**src/rtl/mips16_pkg.sv**
```systemverilog
// Shared widths and encodings for the 16-bit MIPS datapath.
// The memory stage uses the access-direction and result-select codes.
package mips16_pkg;

  localparam int DATA_W    = 16;
  localparam int DM_ADDR_W = 6;

  localparam logic MEM_READ  = 1'b0;
  localparam logic MEM_WRITE = 1'b1;

  localparam logic SEL_ALU = 1'b0;
  localparam logic SEL_MEM = 1'b1;

endpackage

```
**src/rtl/data_memory_stage_if.sv**
```systemverilog
// EX -> DM -> WB signal bundle for the memory-access stage.
// Valid/ready: none. Every field is valid on every cycle and consumed at every rising edge (no stall, no backpressure).
interface data_memory_stage_if #(
  parameter int DATA_W = 16
);
  logic [DATA_W-1:0] ans_ex;
  logic [DATA_W-1:0] DM_data;
  logic              mem_rw_ex;
  logic              mem_en_ex;
  logic              mem_mux_sel_dm;
  logic [DATA_W-1:0] ans_dm;

  modport master (
    output ans_ex, DM_data, mem_rw_ex, mem_en_ex, mem_mux_sel_dm,
    input  ans_dm
  );

  modport slave (
    input  ans_ex, DM_data, mem_rw_ex, mem_en_ex, mem_mux_sel_dm,
    output ans_dm
  );
endinterface

```
**src/rtl/dm_ram.sv**
```systemverilog
// Single-port data RAM: combinational read, synchronous write, async active-low clear of every word.
module dm_ram #(
  parameter int DATA_W = 16,
  parameter int ADDR_W = 6
) (
  input  logic              clk,
  input  logic              reset,
  input  logic              we,
  input  logic [ADDR_W-1:0] addr,
  input  logic [DATA_W-1:0] wdata,
  output logic [DATA_W-1:0] rdata
);

  logic [DATA_W-1:0] mem [2**ADDR_W];

  always_ff @(posedge clk or negedge reset) begin
    if (!reset) begin
      for (int i = 0; i < 2**ADDR_W; i++) begin
        mem[i] <= '0;
      end
    end else if (we) begin
      mem[addr] <= wdata;
    end
  end

  // Read sees the pre-edge contents, giving read-before-write on a store cycle.
  assign rdata = mem[addr];

endmodule

```
**src/rtl/data_memory_stage.sv**
```systemverilog
// Memory-access pipeline stage: optional load/store on a word-addressed RAM, then a registered
// select between the loaded word and the ALU pass-through result.
module data_memory_stage #(
  parameter int DATA_W = mips16_pkg::DATA_W,
  parameter int ADDR_W = mips16_pkg::DM_ADDR_W
) (
  input  logic                clk,
  input  logic                reset,
  data_memory_stage_if.slave  dm
);
  import mips16_pkg::*;

  logic [ADDR_W-1:0] addr;
  logic              we;
  logic [DATA_W-1:0] rdata;
  logic [DATA_W-1:0] mdata;
  logic [DATA_W-1:0] result;

  // Upper address bits are dropped on purpose: addresses alias modulo the RAM depth.
  assign addr = dm.ans_ex[ADDR_W-1:0];
  assign we   = dm.mem_en_ex && (dm.mem_rw_ex == MEM_WRITE);

  dm_ram #(
    .DATA_W (DATA_W),
    .ADDR_W (ADDR_W)
  ) u_ram (
    .clk   (clk),
    .reset (reset),
    .we    (we),
    .addr  (addr),
    .wdata (dm.DM_data),
    .rdata (rdata)
  );

  always_comb begin
    mdata  = '0;
    result = dm.ans_ex;
    if (dm.mem_en_ex) begin
      mdata = rdata;
    end
    if (dm.mem_mux_sel_dm != SEL_ALU) begin
      result = mdata;
    end
  end

  always_ff @(posedge clk or negedge reset) begin
    if (!reset) begin
      dm.ans_dm <= '0;
    end else begin
      dm.ans_dm <= result;
    end
  end

endmodule

```
**src/flat_wrapper.sv**
```systemverilog
// flat-port wrapper written by rule: the top's interface ports become plain ports
module data_memory_stage_flat import mips16_pkg::*;
#(
  parameter int DATA_W = mips16_pkg::DATA_W,
  parameter int ADDR_W = mips16_pkg::DM_ADDR_W
)
  (clk, reset, dm_ans_ex, dm_DM_data, dm_mem_rw_ex, dm_mem_en_ex, dm_mem_mux_sel_dm, dm_ans_dm);
  data_memory_stage_if #(.DATA_W(DATA_W)) dm_i ();
  input  logic clk;
  input  logic reset;
  input wire logic [$bits(dm_i.ans_ex)-1:0] dm_ans_ex;
  input wire logic [$bits(dm_i.DM_data)-1:0] dm_DM_data;
  input wire logic [$bits(dm_i.mem_rw_ex)-1:0] dm_mem_rw_ex;
  input wire logic [$bits(dm_i.mem_en_ex)-1:0] dm_mem_en_ex;
  input wire logic [$bits(dm_i.mem_mux_sel_dm)-1:0] dm_mem_mux_sel_dm;
  output wire logic [$bits(dm_i.ans_dm)-1:0] dm_ans_dm;
  assign dm_i.ans_ex = dm_ans_ex;
  assign dm_i.DM_data = dm_DM_data;
  assign dm_i.mem_rw_ex = dm_mem_rw_ex;
  assign dm_i.mem_en_ex = dm_mem_en_ex;
  assign dm_i.mem_mux_sel_dm = dm_mem_mux_sel_dm;
  assign dm_ans_dm = dm_i.ans_dm;
  data_memory_stage #(.DATA_W(DATA_W), .ADDR_W(ADDR_W)) u_core (.clk(clk), .reset(reset), .dm(dm_i));
endmodule
```
**config.mk**
```make
export PLATFORM = sky130hd
export DESIGN_NAME = data_memory_stage_flat
export DESIGN_NICKNAME = d
export VERILOG_FILES = /design/src/rtl/mips16_pkg.sv /design/src/rtl/data_memory_stage_if.sv /design/src/rtl/dm_ram.sv /design/src/rtl/data_memory_stage.sv /design/src/flat_wrapper.sv
export SDC_FILE = /design/constraint.sdc
export NUM_CORES = 1
export LEC_CHECK = 0
export ABC_AREA = 1
export CAP_MARGIN = 20
export CELL_PAD_IN_SITES_DETAIL_PLACEMENT = 1
export CELL_PAD_IN_SITES_GLOBAL_PLACEMENT = 2
export CORE_MARGIN = 10
export CORE_UTILIZATION = 38
export CTS_CLUSTER_SIZE = 40
export DETAILED_ROUTE_END_ITERATION = 16
export PLACE_DENSITY_LB_ADDON = 0.1
export SLEW_MARGIN = 0
export SYNTH_ARGS = -nofsm -noshare
export SYNTH_HDL_FRONTEND = slang
export SYNTH_SLANG_ARGS = --single-unit
```
**constraint.sdc**
```tcl
create_clock -name clk -period 2.24 [get_ports clk]
set_input_delay 0.448 -clock clk [delete_from_list [all_inputs] [get_ports clk]]
set_output_delay 0.448 -clock clk [all_outputs]
set_load 0.01 [all_outputs]
```
# Word-level counts from Yosys, hierarchy flattened
# Index checks and enable logic that the tools add are counted.
[op_classes]
magnitude_cmp = 2
n_reduce_logical = 2
n_mux = 8
n_bitwise = 1
[ops]
columns = ["operator", "n"]
rows = [
  ["$bwmux 1024", 1],
  ["$bmux 16 s6", 1],
  ["$demux 16 s6", 1],
  ["$mux 16", 5],
  ["$ge 7x7->1 const B", 1],
  ["$lt 7x1->1 const B", 1],
  ["$not 6->7", 1],
  ["$logic_and 1x1->1", 2],
]
[word_totals]
out_inout_bits = 16
ff_bits = 1040

# Logic depth before layout (Yosys ltp)
[depth]
depth_word = 6
ltp_mapped = 17
depth_no_buf = 13

# By module
# From an unflattened synthesis, not the netlist that was laid out.
[hier_totals]
hier_cells = 6677
hier_area_um2 = 48848.1
[modules_own_cells]
columns = ["module", "cells_per_inst", "seq_area_each_um2", "area_per_inst_um2", "instances"]
rows = [
  ["dm_ram", 6605, 25624.6, 48148.7, 1],
  ["data_memory_stage", 72, 400.4, 699.4, 1],
]

# Least setup slack after synthesis
# Ideal clock, no wire load.
[synth_timing]
path_kind = "input to register"
start = "input port dm_ans_ex[0]"
end = "register u_core.dm.ans_dm[0]"
path_buffers = 4
setup_slack_ns = 0.268
t_arrival_ns = 1.855
cell_stages = 14
cell_sequence = "buf_2 > inv_2 > buf_2 > buf_2 > buf_2 > nand2_1 > nand3_1 > nand2_1 > o21ai_0 > nand2_1 > nor2_1 > nand2_1 > nand2_1 > nand2_1"
[synth_via]
elab_chain_cells = 6
[synth_rtl]
columns = ["element", "line_no", "source"]
rows = [
  ["start, declared", "flat_wrapper.sv:11", "input wire logic [$bits(dm_i.ans_ex)-1:0] dm_ans_ex;"],
  ["$not 6->7 (implied by the code)", "dm_ram.sv:27", "assign rdata = mem[addr];"],
  ["$bmux 16 s6", "dm_ram.sv:27", ""],
  ["$mux 16 (implied by the code) (2 in a row)", "dm_ram.sv:27", ""],
  ["$mux 16", "data_memory_stage.sv:38", "if (dm.mem_en_ex) begin"],
  ["$mux 16 (*)", "data_memory_stage.sv:41", "if (dm.mem_mux_sel_dm != SEL_ALU) begin"],
  ["net u_core.result[0]", "data_memory_stage.sv:17", "logic [DATA_W-1:0] result;"],
  ["end signal, assigned", "data_memory_stage.sv:50", "dm.ans_dm <= result;"],
  ["end, declared", "data_memory_stage_if.sv:20", "output ans_dm"],
]
# Mark *: on every way through the listed nets, which the timed path passes. The rest lies on a longest branch. The select of a mux whose other input is x is not followed.
# A chain may end at the register's enable or synchronous reset.

# Worst setup path after layout
[layout_timing]
start = "register u_core.dm.ans_dm[2]"
end = "output port dm_ans_dm[2]"
[layout_lines]
columns = ["element", "line_no", "source"]
rows = [
  ["end, declared", "flat_wrapper.sv:16", "output wire logic [$bits(dm_i.ans_dm)-1:0] dm_ans_dm;"],
]
# No word-level cell between the ends.

==> flow_metrics.py <==
metrics = {
    "detailed_routing": {
        "detail_route.iter0.violations": 3236,
        "via_count": 43400,
        "antenna_left": 0,
        "routed_via_density": 5.15,
        "drt_drc_violations_left": 0,
        "firstDrtPassIters": 5,
        "wl_per_cell_um": 21.6,
        "drt-total-wl_um": 182000,
    },
    "synthesis": {
        "synth_top_area_share_pct": 53.5,
        "synthTopCellsByArea": "dfrtp_1 (53%), nand2_1 (31%), o21ai_0 (9.5%)",
        "syn_nets": 6694,
        "yosys.area.top_type": "dfrtp_1",
        "ys_ff_latch": 1040,
        "syn_inst": 6657,
        "synthTopCellsByCount": "nand2_1 (3,969), dfrtp_1 (1,040), o21ai_0 (925)",
        "synthDistinctLibCells": 19,
        "netlist_area_um2": 48700,
        "yosys_warnings": 0,
        "ys_seq_area_share_pct": 53.5,
        "ys_async_sr_fraction_pct": 100,
        "synth_edf_count": 0,
        "yosysMostFrequentCell": "nand2_1",
        "syn_area_per_cell_um2": 7.31,
        "ys.flop_type": "dfrtp_1",
    },
    "clock_tree": {
        "cts_setup_buffers": 0,
        "cts.path.max_buffers": 3,
        "clk_pin_slew_ns": 0.06,
        "htree_levels": 4,
        "cts_buffers": 131,
        "tritoncts": "done",
        "cts-root-buf": "clkbuf_16",
        "clk_latency_ns": 0.77,
        "cts.sinks": 1040,
    },
    "sta": {
        "fin_crit_sh_pct": 98.7,
        "maxSlewHeadroom_pct": 47.0,
        "final.setup_skew_ns": 0.0358,
        "whs_ns": 0.199,
        "period_needed_ns": 2.21,
        "setup_ws_ns": 0.0283,
        "fmax_mhz": 452,
        "timing_hold_violations_final": 0,
        "max_slew.worst_pin.slew_ns": 0.795,
        "drv_slew": 0,
        "setup_viol": 0,
        "rsz0062_at_grt": "false",
    },
    "power_and_ir_drop": {
        "p_leak_nw": 30.0,
        "max-vdd-ir-drop_uv": 756,
        "power.density_nw_per_um2": 816,
    },
    "die": {
        "core.rowCount": 131,
        "floorplan.die_area_um2": 143000,
        "die_w_um": 378,
        "io_pins": 53,
        "initial_core_util_pct": 38.2,
        "core_area_um2": 127000,
        "fp.dieH_um": 378,
    },
    "critical_path": {
        "crit_family": "buffers and inverters",
        "cp.arrival_ns": 1.76,
        "required_ns": 1.79,
        "critPathMaxFanout": 1,
        "r2r_end": "u_core.dm.ans_dm[0]",
        "max_stage_delay_ns": 0.62,
        "r2r_cells": 9,
        "r2r_start": "u_core.u_ram.mem[752]",
        "worstSetupEndpointType": "output port",
        "critPathSlowestCell": "clkdlybuf4s50_1",
        "crit_chain": "clkdlybuf4s50_1",
        "start_kind": "flip-flop",
        "rrSetupSlack_ns": 0.44,
        "cp_num_buf_inv": 1,
        "cp_num_cells": 1,
        "critPathKind": "reg -> out",
    },
    "placement": {
        "place_area_um2": 53900,
        "port_buffers": 52,
        "gp_congestion": 0.888,
        "dpl_worst_slack_ns": -0.274,
        "hpwl_um": 117000,
    },
    "global_route": {
        "grt_pass1_vias": 44000,
        "antenna_found_initial": 8,
        "grt_max_degree": 89,
        "grt_remaining_overflow": 0,
        "track_usage_pct": 25.6,
        "grt_pass1_wl_um": 281000,
    },
    "final_layout": {
        "final_net_count": 6706,
        "area_growth_syn_to_layout_pct": 19.4,
        "utilization_pct": 45.6,
        "design_area_um2": 58100,
        "final_layout_size_suffix_gt1_share_pct": 8.43,
    },
    "worst_hold_path": {
        "hold_class": "in -> async",
    },
    "outcome": {
        "status": "completed",
    },
    "job": {
        "maxCapViolCount": 0,
    },
}
kinds of logic after synthesis:
group / synth area share, %
flops: 53.5
compound gates: 10.7
buf+inv: 4.35
simple gates: 31.5
power by group:
| part | total [mW] | switching [mW] | internal [mW] |
|---|---|---|---|
| registers | 21.2 | 0.841 | 20.3 |
| logic | 5.50 | 3.63 | 1.88 |
| clock network | 20.8 | 8.23 | 12.5 |
| total | 47.4 | 12.7 | 34.7 |
final cells by class:
cell class | count | area, um^2
Antenna cell | 4 | 10.0
Clock buffer | 199 | 4000
Multi-Input combinational cell | 5076 | 20600
Inverter | 37 | 156
Tap cell | 1662 | 2080
Fill cell | 15500 | 69200
Clock inverter | 17 | 174
Timing Repair Buffer | 383 | 5110
Sequential cell | 1040 | 26000
registers in the layout (all words and copies together) (netlist names):
register	count
u_core.u_ram.mem	1024
u_core.dm.ans_dm	16
layer usage:
metal / track usage (%) / vias to the layer above / part of all wire (%)
met2: 42.2 / 711 / 47
met4: 6.36 / 2 / 2.1
met3: 3.29 / 205 / 3.9
met1: 35.5 / 21700 / 47
met5: 0 / - / 0.011
li1: - / 20800 / -
worst max path at each step:
stage / start / endpoint / slack [ns]
3_5_place_dp: dm_ans_ex[1] / u_core.dm.ans_dm[0] / -0.27
2_1_floorplan: dm_ans_ex[0] / u_core.dm.ans_dm[0] / 0.27
3_3_place_gp: dm_ans_ex[1] / u_core.dm.ans_dm[0] / -0.28
4_1_cts: u_core.dm.ans_dm[2] / dm_ans_dm[2] / 0.006
6_report: u_core.dm.ans_dm[2] / dm_ans_dm[2] / 0.03
5_1_grt: u_core.dm.ans_dm[12] / dm_ans_dm[12] / 0.003
through the flow:
stage                     std cells  power [mW]  TNS [ns]
final                          8418        47.4         0
after CTS                      8414        48.0         0
after detailed placement       8197        27.0    -70.05
after global placement         8197        26.8    -51.81
after floorplan                6657        24.2         0
after global routing           8414        49.6         0
layout by cell type (no fill, tap or decap):
master           instances
bufinv_16                3
o211ai_1                 7
buf_8                    3
dlygate4sd3_1            1
inv_8                    2
clkbuf_8                30
clkbuf_16              139
inv_6                    3
clkinvlp_4               1
clkbuf_1                30
nor3_2                   9
nand3_1                  5
dfrtp_1               1031
nor2_1                  43
nor4_4                   6
dlygate4sd2_1           14
buf_4                  162
inv_4                    1
diode_2                  4
buf_6                    1
dfrtp_2                  9
nor3_4                   1
o21ai_0                925
inv_1                   18
nand2_1               3969
buf_12                 168
inv_2                   16
clkdlybuf4s50_1         34
clkinv_2                10
o21ai_1                106
or2_2                    5
repair_timing:
action,4_1_cts,5_1_grt
gates resized for setup,23,0
setup endpoints to repair,14,0
hold buffers,1,0
endpoints found under the hold margin,115,0
Power figures use the tool's default switching activity.
